<file path="config.mk">
export PLATFORM = sky130hd
export DESIGN_NAME = mpi_sram_ctrl_flat
export DESIGN_NICKNAME = d
export VERILOG_FILES = /design/src/rtl/mpi_sram_ctrl_pkg.sv /design/src/rtl/mpi_sram_ctrl_if.sv /design/src/rtl/mpi_sram_ctrl_sync_2ff.sv /design/src/rtl/mpi_sram_ctrl.sv /design/src/flat_wrapper.sv
export SDC_FILE = /design/constraint.sdc
export NUM_CORES = 1
export LEC_CHECK = 0
export BUFFER_PORTS_ARGS = -buffer_cell sky130_fd_sc_hd__buf_2
export CAP_MARGIN = 20
export CORE_MARGIN = 5
export CORE_UTILIZATION = 30
export DETAILED_ROUTE_END_ITERATION = 16
export GPL_TIMING_DRIVEN = 0
export MAX_ROUTING_LAYER = met4
export PLACE_DENSITY = 0.58
export SYNTH_ARGS = -nofsm -noshare
export SYNTH_HDL_FRONTEND = slang
export SYNTH_SLANG_ARGS = --single-unit
</file>
<file path="constraint.sdc">
create_clock -name clk_mpi -period 6.95 [get_ports clk_mpi]
set_input_delay 1.0425 -clock clk_mpi [delete_from_list [all_inputs] [get_ports clk_mpi]]
set_output_delay 1.0425 -clock clk_mpi [all_outputs]
set_load 0.02 [all_outputs]
</file>
<file path="src/rtl/mpi_sram_ctrl_pkg.sv">
// Shared definitions for the MPI SRAM command path: FSM states, command
// encoding and default chip timing.
package mem_if_pkg;

    typedef enum logic [2:0] {
        ST_IDLE,
        ST_SETUP,
        ST_ACCESS,
        ST_WAIT,
        ST_HOLD
    } state_e;

    localparam logic CMD_RD = 1'b1;
    localparam logic CMD_WR = 1'b0;

    localparam int unsigned T_SETUP_DEF  = 2;
    localparam int unsigned T_ACC_DEF    = 4;
    localparam int unsigned T_HOLD_DEF   = 1;
    localparam int unsigned WAIT_TMO_DEF = 255;

    localparam int unsigned AW = 22;
    localparam int unsigned DW = 32;

endpackage

</file>
<file path="src/rtl/mpi_sram_ctrl_if.sv">
// Command/response bus between the MPI register block (master) and the
// SRAM controller (slave).
interface mpi_sram_ctrl_if;
    import mem_if_pkg::*;

    logic          mpi_sram_start;
    logic          mpi_sram_cmd;
    logic [AW-1:0] mpi_sram_addr;
    logic [DW-1:0] mpi_sram_data_wr;
    logic [DW-1:0] mpi_sram_data_rd;
    logic          mpi_sram_done;
    logic          mpi_sram_waitn;
    logic          mpi_sram_tmo;

    modport master (
        output mpi_sram_start, mpi_sram_cmd, mpi_sram_addr, mpi_sram_data_wr,
        input  mpi_sram_data_rd, mpi_sram_done, mpi_sram_waitn, mpi_sram_tmo
    );

    modport slave (
        input  mpi_sram_start, mpi_sram_cmd, mpi_sram_addr, mpi_sram_data_wr,
        output mpi_sram_data_rd, mpi_sram_done, mpi_sram_waitn, mpi_sram_tmo
    );

endinterface

</file>
<file path="src/rtl/mpi_sram_ctrl_sync_2ff.sv">
// Two-flop synchroniser with a configurable reset (preset) value.
module sync_2ff #(
    parameter logic RST_VAL = 1'b1
) (
    input  logic clk_i,
    input  logic rst_i,
    input  logic d_i,
    output logic q_o
);

    logic [1:0] sync_q;

    always_ff @(posedge clk_i or posedge rst_i) begin
        if (rst_i) sync_q <= {2{RST_VAL}};
        else       sync_q <= {sync_q[0], d_i};
    end

    assign q_o = sync_q[1];

endmodule

</file>
<file path="src/rtl/mpi_sram_ctrl.sv">
// Runs one async SRAM read or write cycle per rising edge of mpi_sram_start,
// with chip-wait stretching and timeout.
module mpi_sram_ctrl
    import mem_if_pkg::*;
#(
    parameter int unsigned T_SETUP  = T_SETUP_DEF,
    parameter int unsigned T_ACC    = T_ACC_DEF,
    parameter int unsigned T_HOLD   = T_HOLD_DEF,
    parameter int unsigned WAIT_TMO = WAIT_TMO_DEF
) (
    input  logic          clk_mpi,
    input  logic          rst_mpi,
    mpi_sram_ctrl_if.slave mpi,
    output logic [AW-1:0] sram_a,
    output logic [DW-1:0] sram_dq_o,
    output logic          sram_dq_oe,
    input  logic [DW-1:0] sram_dq_i,
    output logic          sram_cen,
    output logic          sram_oen,
    output logic          sram_wen,
    output logic [3:0]    sram_ben,
    input  logic          sram_wait_pin
);

    localparam logic [7:0] SETUP_LAST = 8'(T_SETUP - 1);
    localparam logic [7:0] ACC_LAST   = 8'(T_ACC - 1);
    localparam logic [7:0] HOLD_LAST  = 8'(T_HOLD - 1);
    localparam logic [7:0] TMO_CNT    = 8'(WAIT_TMO);

    state_e        state_q, state_d;
    logic [7:0]    cnt_q, cnt_d;
    logic          start_dly_q;
    logic          is_rd_q, is_rd_d;
    logic [AW-1:0] a_q, a_d;
    logic [DW-1:0] dq_o_q, dq_o_d;
    logic [DW-1:0] data_rd_q, data_rd_d;
    logic          dq_oe_q, dq_oe_d;
    logic          cen_q, cen_d, oen_q, oen_d, wen_q, wen_d;
    logic [3:0]    ben_q, ben_d;
    logic          done_q, done_d, tmo_q, tmo_d;
    logic          waitn_sync, start_edge, finish;

    sync_2ff #(.RST_VAL(1'b1)) u_wait_sync (
        .clk_i (clk_mpi),
        .rst_i (rst_mpi),
        .d_i   (sram_wait_pin),
        .q_o   (waitn_sync)
    );

    assign start_edge = mpi.mpi_sram_start & ~start_dly_q;

    always_ff @(posedge clk_mpi or posedge rst_mpi) begin
        if (rst_mpi) begin
            state_q     <= ST_IDLE;
            cnt_q       <= '0;
            start_dly_q <= 1'b0;
            is_rd_q     <= 1'b0;
            a_q         <= '0;
            dq_o_q      <= '0;
            data_rd_q   <= '0;
            dq_oe_q     <= 1'b0;
            cen_q       <= 1'b1;
            oen_q       <= 1'b1;
            wen_q       <= 1'b1;
            ben_q       <= '1;
            done_q      <= 1'b1;
            tmo_q       <= 1'b0;
        end else begin
            state_q     <= state_d;
            cnt_q       <= cnt_d;
            start_dly_q <= mpi.mpi_sram_start;
            is_rd_q     <= is_rd_d;
            a_q         <= a_d;
            dq_o_q      <= dq_o_d;
            data_rd_q   <= data_rd_d;
            dq_oe_q     <= dq_oe_d;
            cen_q       <= cen_d;
            oen_q       <= oen_d;
            wen_q       <= wen_d;
            ben_q       <= ben_d;
            done_q      <= done_d;
            tmo_q       <= tmo_d;
        end
    end

    always_comb begin
        state_d   = state_q;
        cnt_d     = cnt_q + 8'd1;
        is_rd_d   = is_rd_q;
        a_d       = a_q;
        dq_o_d    = dq_o_q;
        data_rd_d = data_rd_q;
        dq_oe_d   = dq_oe_q;
        cen_d     = cen_q;
        oen_d     = oen_q;
        wen_d     = wen_q;
        ben_d     = ben_q;
        done_d    = done_q;
        tmo_d     = tmo_q;
        finish    = 1'b0;

        unique case (state_q)
            ST_IDLE: begin
                cnt_d = '0;
                if (start_edge) begin
                    is_rd_d = (mpi.mpi_sram_cmd == CMD_RD);
                    a_d     = mpi.mpi_sram_addr;
                    cen_d   = 1'b0;
                    ben_d   = '0;
                    done_d  = 1'b0;
                    tmo_d   = 1'b0;
                    if (mpi.mpi_sram_cmd != CMD_RD) begin
                        dq_oe_d = 1'b1;
                        dq_o_d  = mpi.mpi_sram_data_wr;
                    end
                    state_d = ST_SETUP;
                end
            end
            ST_SETUP: begin
                if (cnt_q == SETUP_LAST) begin
                    if (is_rd_q) oen_d = 1'b0;
                    else         wen_d = 1'b0;
                    cnt_d   = '0;
                    state_d = ST_ACCESS;
                end
            end
            ST_ACCESS: begin
                if (cnt_q == ACC_LAST) begin
                    if (!waitn_sync) begin
                        cnt_d   = '0;
                        state_d = ST_WAIT;
                    end else begin
                        finish = 1'b1;
                    end
                end
            end
            ST_WAIT: begin
                if (waitn_sync) begin
                    finish = 1'b1;
                end else if (cnt_q == TMO_CNT) begin
                    finish = 1'b1;
                    tmo_d  = 1'b1;
                end
            end
            ST_HOLD: begin
                if (cnt_q == HOLD_LAST) begin
                    cen_d   = 1'b1;
                    ben_d   = '1;
                    dq_oe_d = 1'b0;
                    done_d  = 1'b1;
                    cnt_d   = '0;
                    state_d = ST_IDLE;
                end
            end
            default: state_d = ST_IDLE;
        endcase

        // Read data is captured on the same edge that releases the strobe.
        if (finish) begin
            if (is_rd_q) data_rd_d = sram_dq_i;
            oen_d   = 1'b1;
            wen_d   = 1'b1;
            cnt_d   = '0;
            state_d = ST_HOLD;
        end
    end

    assign sram_a               = a_q;
    assign sram_dq_o            = dq_o_q;
    assign sram_dq_oe           = dq_oe_q;
    assign sram_cen             = cen_q;
    assign sram_oen             = oen_q;
    assign sram_wen             = wen_q;
    assign sram_ben             = ben_q;
    assign mpi.mpi_sram_data_rd = data_rd_q;
    assign mpi.mpi_sram_done    = done_q;
    assign mpi.mpi_sram_waitn   = waitn_sync;
    assign mpi.mpi_sram_tmo     = tmo_q;

endmodule
</file>
<file path="src/flat_wrapper.sv">
// flat-port wrapper written by rule: the top's interface ports become plain ports
module mpi_sram_ctrl_flat import mem_if_pkg::*;
#(
    parameter int unsigned T_SETUP  = T_SETUP_DEF,
    parameter int unsigned T_ACC    = T_ACC_DEF,
    parameter int unsigned T_HOLD   = T_HOLD_DEF,
    parameter int unsigned WAIT_TMO = WAIT_TMO_DEF
)
  (clk_mpi, rst_mpi, sram_a, sram_dq_o, sram_dq_oe, sram_dq_i, sram_cen, sram_oen, sram_wen, sram_ben, sram_wait_pin, mpi_mpi_sram_start, mpi_mpi_sram_cmd, mpi_mpi_sram_addr, mpi_mpi_sram_data_wr, mpi_mpi_sram_data_rd, mpi_mpi_sram_done, mpi_mpi_sram_waitn, mpi_mpi_sram_tmo);
  mpi_sram_ctrl_if mpi_i ();
  input  logic clk_mpi;
  input  logic rst_mpi;
  output logic [AW-1:0] sram_a;
  output logic [DW-1:0] sram_dq_o;
  output logic sram_dq_oe;
  input  logic [DW-1:0] sram_dq_i;
  output logic sram_cen;
  output logic sram_oen;
  output logic sram_wen;
  output logic [3:0] sram_ben;
  input  logic sram_wait_pin;
  input wire logic [$bits(mpi_i.mpi_sram_start)-1:0] mpi_mpi_sram_start;
  input wire logic [$bits(mpi_i.mpi_sram_cmd)-1:0] mpi_mpi_sram_cmd;
  input wire logic [$bits(mpi_i.mpi_sram_addr)-1:0] mpi_mpi_sram_addr;
  input wire logic [$bits(mpi_i.mpi_sram_data_wr)-1:0] mpi_mpi_sram_data_wr;
  output wire logic [$bits(mpi_i.mpi_sram_data_rd)-1:0] mpi_mpi_sram_data_rd;
  output wire logic [$bits(mpi_i.mpi_sram_done)-1:0] mpi_mpi_sram_done;
  output wire logic [$bits(mpi_i.mpi_sram_waitn)-1:0] mpi_mpi_sram_waitn;
  output wire logic [$bits(mpi_i.mpi_sram_tmo)-1:0] mpi_mpi_sram_tmo;
  assign mpi_i.mpi_sram_start = mpi_mpi_sram_start;
  assign mpi_i.mpi_sram_cmd = mpi_mpi_sram_cmd;
  assign mpi_i.mpi_sram_addr = mpi_mpi_sram_addr;
  assign mpi_i.mpi_sram_data_wr = mpi_mpi_sram_data_wr;
  assign mpi_mpi_sram_data_rd = mpi_i.mpi_sram_data_rd;
  assign mpi_mpi_sram_done = mpi_i.mpi_sram_done;
  assign mpi_mpi_sram_waitn = mpi_i.mpi_sram_waitn;
  assign mpi_mpi_sram_tmo = mpi_i.mpi_sram_tmo;
  mpi_sram_ctrl #(.T_SETUP(T_SETUP), .T_ACC(T_ACC), .T_HOLD(T_HOLD), .WAIT_TMO(WAIT_TMO)) u_core (.clk_mpi(clk_mpi), .rst_mpi(rst_mpi), .mpi(mpi_i), .sram_a(sram_a), .sram_dq_o(sram_dq_o), .sram_dq_oe(sram_dq_oe), .sram_dq_i(sram_dq_i), .sram_cen(sram_cen), .sram_oen(sram_oen), .sram_wen(sram_wen), .sram_ben(sram_ben), .sram_wait_pin(sram_wait_pin));
endmodule
</file>
==> metrics <==
CP Max Fanout=10; CP Data Required Time=just over 7000 ps; post-synthesis adder-cell area fraction=0.884%; Final Hold Viols=0; Syn Inst Count=about 290; mux share of post-synthesis cell area=22.8%; reg2reg end=u_core.sram_dq_o[5]$_DFFE_PP0P_; pin count of the biggest net entering global routing=between 60 and 70; Post-CTS Setup Bufs=0; min-delay src=u_core.u_wait_sync.sync_q[0]$_DFF_PP1_; initial antenna violation count=0; syn_nets=383; Root Driver=clkbuf_16; worst rel slew slack=52.8%; synth warn=0; maximum vdd ir drop=between 0.2 and 0.25 mV; crit path from=u_core.state_q[0]$_DFFE_PP0P_; first-pass GRT wire length=approximately 16000 microns; clock buffer count from CTS=9; post-synthesis xor/xnor area fraction=1.24%; P_int=~0.0016 W; Fmax achieved=just under 400 MHz; Die ar.=16600 sq um; Placed Cells=~660; clock power share=19.7%; RSZ-0062 raised after global routing=no; HP Class=register to register; critical path type=register to register; MaxCap Viol Count=0; R2R Path Start=u_core.state_q[0]$_DFFE_PP0P_; power share of the sequential group=~39%; initial core utilization=a little under a third; count of cell types in the netlist=37; Diodes inserted=0; Routed WL per cell=14.5 microns; Psw=0.000984 W; # setup viols final=0; Synth-to-Final Area Change=35.2%; TNS Setup=0 ps; clock-pin slew on the worst setup and hold paths=70 ps; sw frac=37.5%; number of I/O pins=188; routed wl met3=about 800 microns; crit start category=register; Leak Pwr=2.80 nW; WHS Endpoint=u_core.u_wait_sync.sync_q[1]$_DFF_PP1_; Setup crit end kind=register; Final #Nets=between 500 and 600; Vias per Instance=4.44; Final ANT Viol Nets=0; commonest non-fill, non-tap cell in the layout=buf_2; max layer used=met4; Tcrit/Tclk final=between 30% and 40%; Comb power frac=41.0%; #FFs+latches synth=106; total power=0.00263 W; R2R depth=5; vias in the first global route=around 3300; core footprint=13900 sq um; Initial DRT Pass Iterations=4; via count=2991; WHS Path Cells=0; Cell Pwr Density=approximately 460 nW/um^2; sequential share of the synthesized area=62.6%; combinational family with the most area after synthesis=multiplexers; WL final=9760 microns; Finished Layout Cells=673; DR iter-0 viols=about 100; outcome=complete, no violations; grt total ovfl=0; Die X=129 microns; most frequent cells in the layout=buf_2, dfrtp_1, mux2_2, nor2_1, clkbuf_16; hold_buf cts=0; CTS Sinks=106; Compound-Gate Fraction of Synth Area=under 10%; die height=129 microns; M1 wire length=approximately 4400 microns; CTS tree=done; Netlist Area Pre-Place=4250 sq um; Synth Area in Simple Gates=5.80%; met2 wire len=4470 microns; DRC=0; Syn Area/Cell=14.7 sq um; Total GRT Usage=12.5%; Worst-Skew Late Latency=340 ps; fin. max-slew vios=0; WP data arrival=~2800 ps; Tmin final=2570 ps; Final HPWL DP=7470 microns; Tightest Pin Transition=703 ps; fillers=~1300; Clock Skews=5.05 ps; GP Congestion=0.714; Post-CTS Resized=0; FF-to-FF setup slack=between 4000 and 5000 ps; num rows=43; PortBufs=187; H-tree Lvls=3; Clock Path Buffers=2; Final Util=between 40 and 50%; layout cells sized above 1=62.3%
logic make-up (layout without fill, tap and decap cells):
| kind of cell | after synthesis | count (layout) |
|---|---|---|
| AOI/OAI and AO/OA | 21 | 21 |
| buffers and inverters | 23 | 227 |
| muxes | 86 | 86 |
| xor gates and xnor gates | 6 | 6 |
| and+or+nand+nor | 44 | 44 |
| DFF | 106 | 106 |
| adders and majority gates | 3 | 3 |
routing by layer:
metal	global-route usage (%)	vias up
met4	5.25	0
li1	-	1407
met1	16.3	1450
met3	3.32	10
met2	18.5	124
met5	-	-
through the flow:
stage / hold WS (ps) / setup slack (ps) / cell area [sq um]
final: 360 / 4380 / 5740
after global routing: 362 / 4030 / 5740
after global placement: 348 / 1960 / 5410
after floorplan: 345 / 3130 / 4250
after detailed placement: 355 / 3850 / 5440
after CTS: 362 / 4220 / 5740
power groups by stage:
| stage | clock network [W] | registers, W | logic [W] |
|---|---|---|---|
| 2_1_floorplan | 0 | 0.00136 | 0.000377 |
| 3_5_place_dp | 0 | 0.00104 | 0.00110 |
| 4_1_cts | 0.000540 | 0.00104 | 0.00110 |
| 6_report | 0.000517 | 0.00103 | 0.00108 |
| 5_1_grt | 0.000564 | 0.00107 | 0.00117 |
| 3_3_place_gp | 0 | 0.00103 | 0.00108 |
cell usage after synthesis, drive strengths merged:
cell | count | area share (%)
clkbuf | 7 | 0.62
or4 | 1 | 0.27
nor2b | 3 | 0.44
a211oi | 1 | 0.47
ha | 3 | 0.88
a32o | 1 | 0.24
and3 | 1 | 0.15
nor2 | 15 | 1.3
a21bo | 2 | 0.47
dfstp | 5 | 3.1
a22oi | 1 | 0.18
nor3b | 1 | 0.18
mux2 | 86 | 23
o21ai | 7 | 0.91
nor4b | 1 | 0.56
nand3b | 1 | 0.18
o2bb2ai | 1 | 0.21
xor2 | 5 | 1.0
buf | 8 | 1.7
and4 | 2 | 0.41
dfrtp | 101 | 59
nand3 | 4 | 0.47
xnor2 | 1 | 0.21
nor3 | 3 | 0.35
nand4bb | 1 | 0.27
nand4 | 1 | 0.15
o41ai | 1 | 0.21
a21oi | 4 | 0.47
nand2 | 7 | 0.62
inv | 8 | 0.71
a32oi | 1 | 0.21
nand2b | 3 | 0.44
o211ai | 1 | 0.18
a31oi | 1 | 0.15
flip-flops by register name, indices dropped and copies added, names as in the netlist:
register	cells
u_core.mpi.mpi_sram_data_rd	32
u_core.mpi.mpi_sram_tmo	1
u_core.start_dly_q	1
u_core.state_q	3
u_core.is_rd_q	1
u_core.sram_dq_o	32
u_core.sram_oen	1
u_core.cnt_q	8
u_core.sram_a	22
u_core.u_wait_sync.sync_q	2
u_core.sram_dq_oe	1
u_core.sram_wen	1
u_core.sram_ben	1
cell type report:
cell class | count | area, sq um | share of cell area, %
sequential | 106 | 2660 | 46.3
multi-input combinational | 160 | 1460 | 25.4
timing repair buffer | 188 | 963 | 16.8
clock buffer | 11 | 253 | 4.40
tap | 180 | 225 | 3.92
buffer | 15 | 97.6 | 1.70
clock inverter | 5 | 52.6 | 0.915
inverter | 8 | 32.5 | 0.566
how the worst max path moves through the flow:
stage	to	slack [ps]	depth (start not counted)
final	u_core.sram_dq_o[5]$_DFFE_PP0P_	4380	5
after global routing	u_core.sram_dq_o[5]$_DFFE_PP0P_	4030	5
after detailed placement	u_core.sram_dq_o[5]$_DFFE_PP0P_	3850	5
after floorplan	u_core.cnt_q[0]$_DFF_PP0_	3130	1
after CTS	u_core.sram_dq_o[5]$_DFFE_PP0P_	4220	5
after global placement	u_core.sram_dq_o[20]$_DFFE_PP0P_	1960	2
worst max-delay path, stage by stage, from the launching register on:
cell      delay [ps]
dfrtp_1          450
nor2_1           290
nand3b_1         210
nor3_1           590
clkbuf_1         520
mux2_2           400
(Power assumes the default switching activity.)
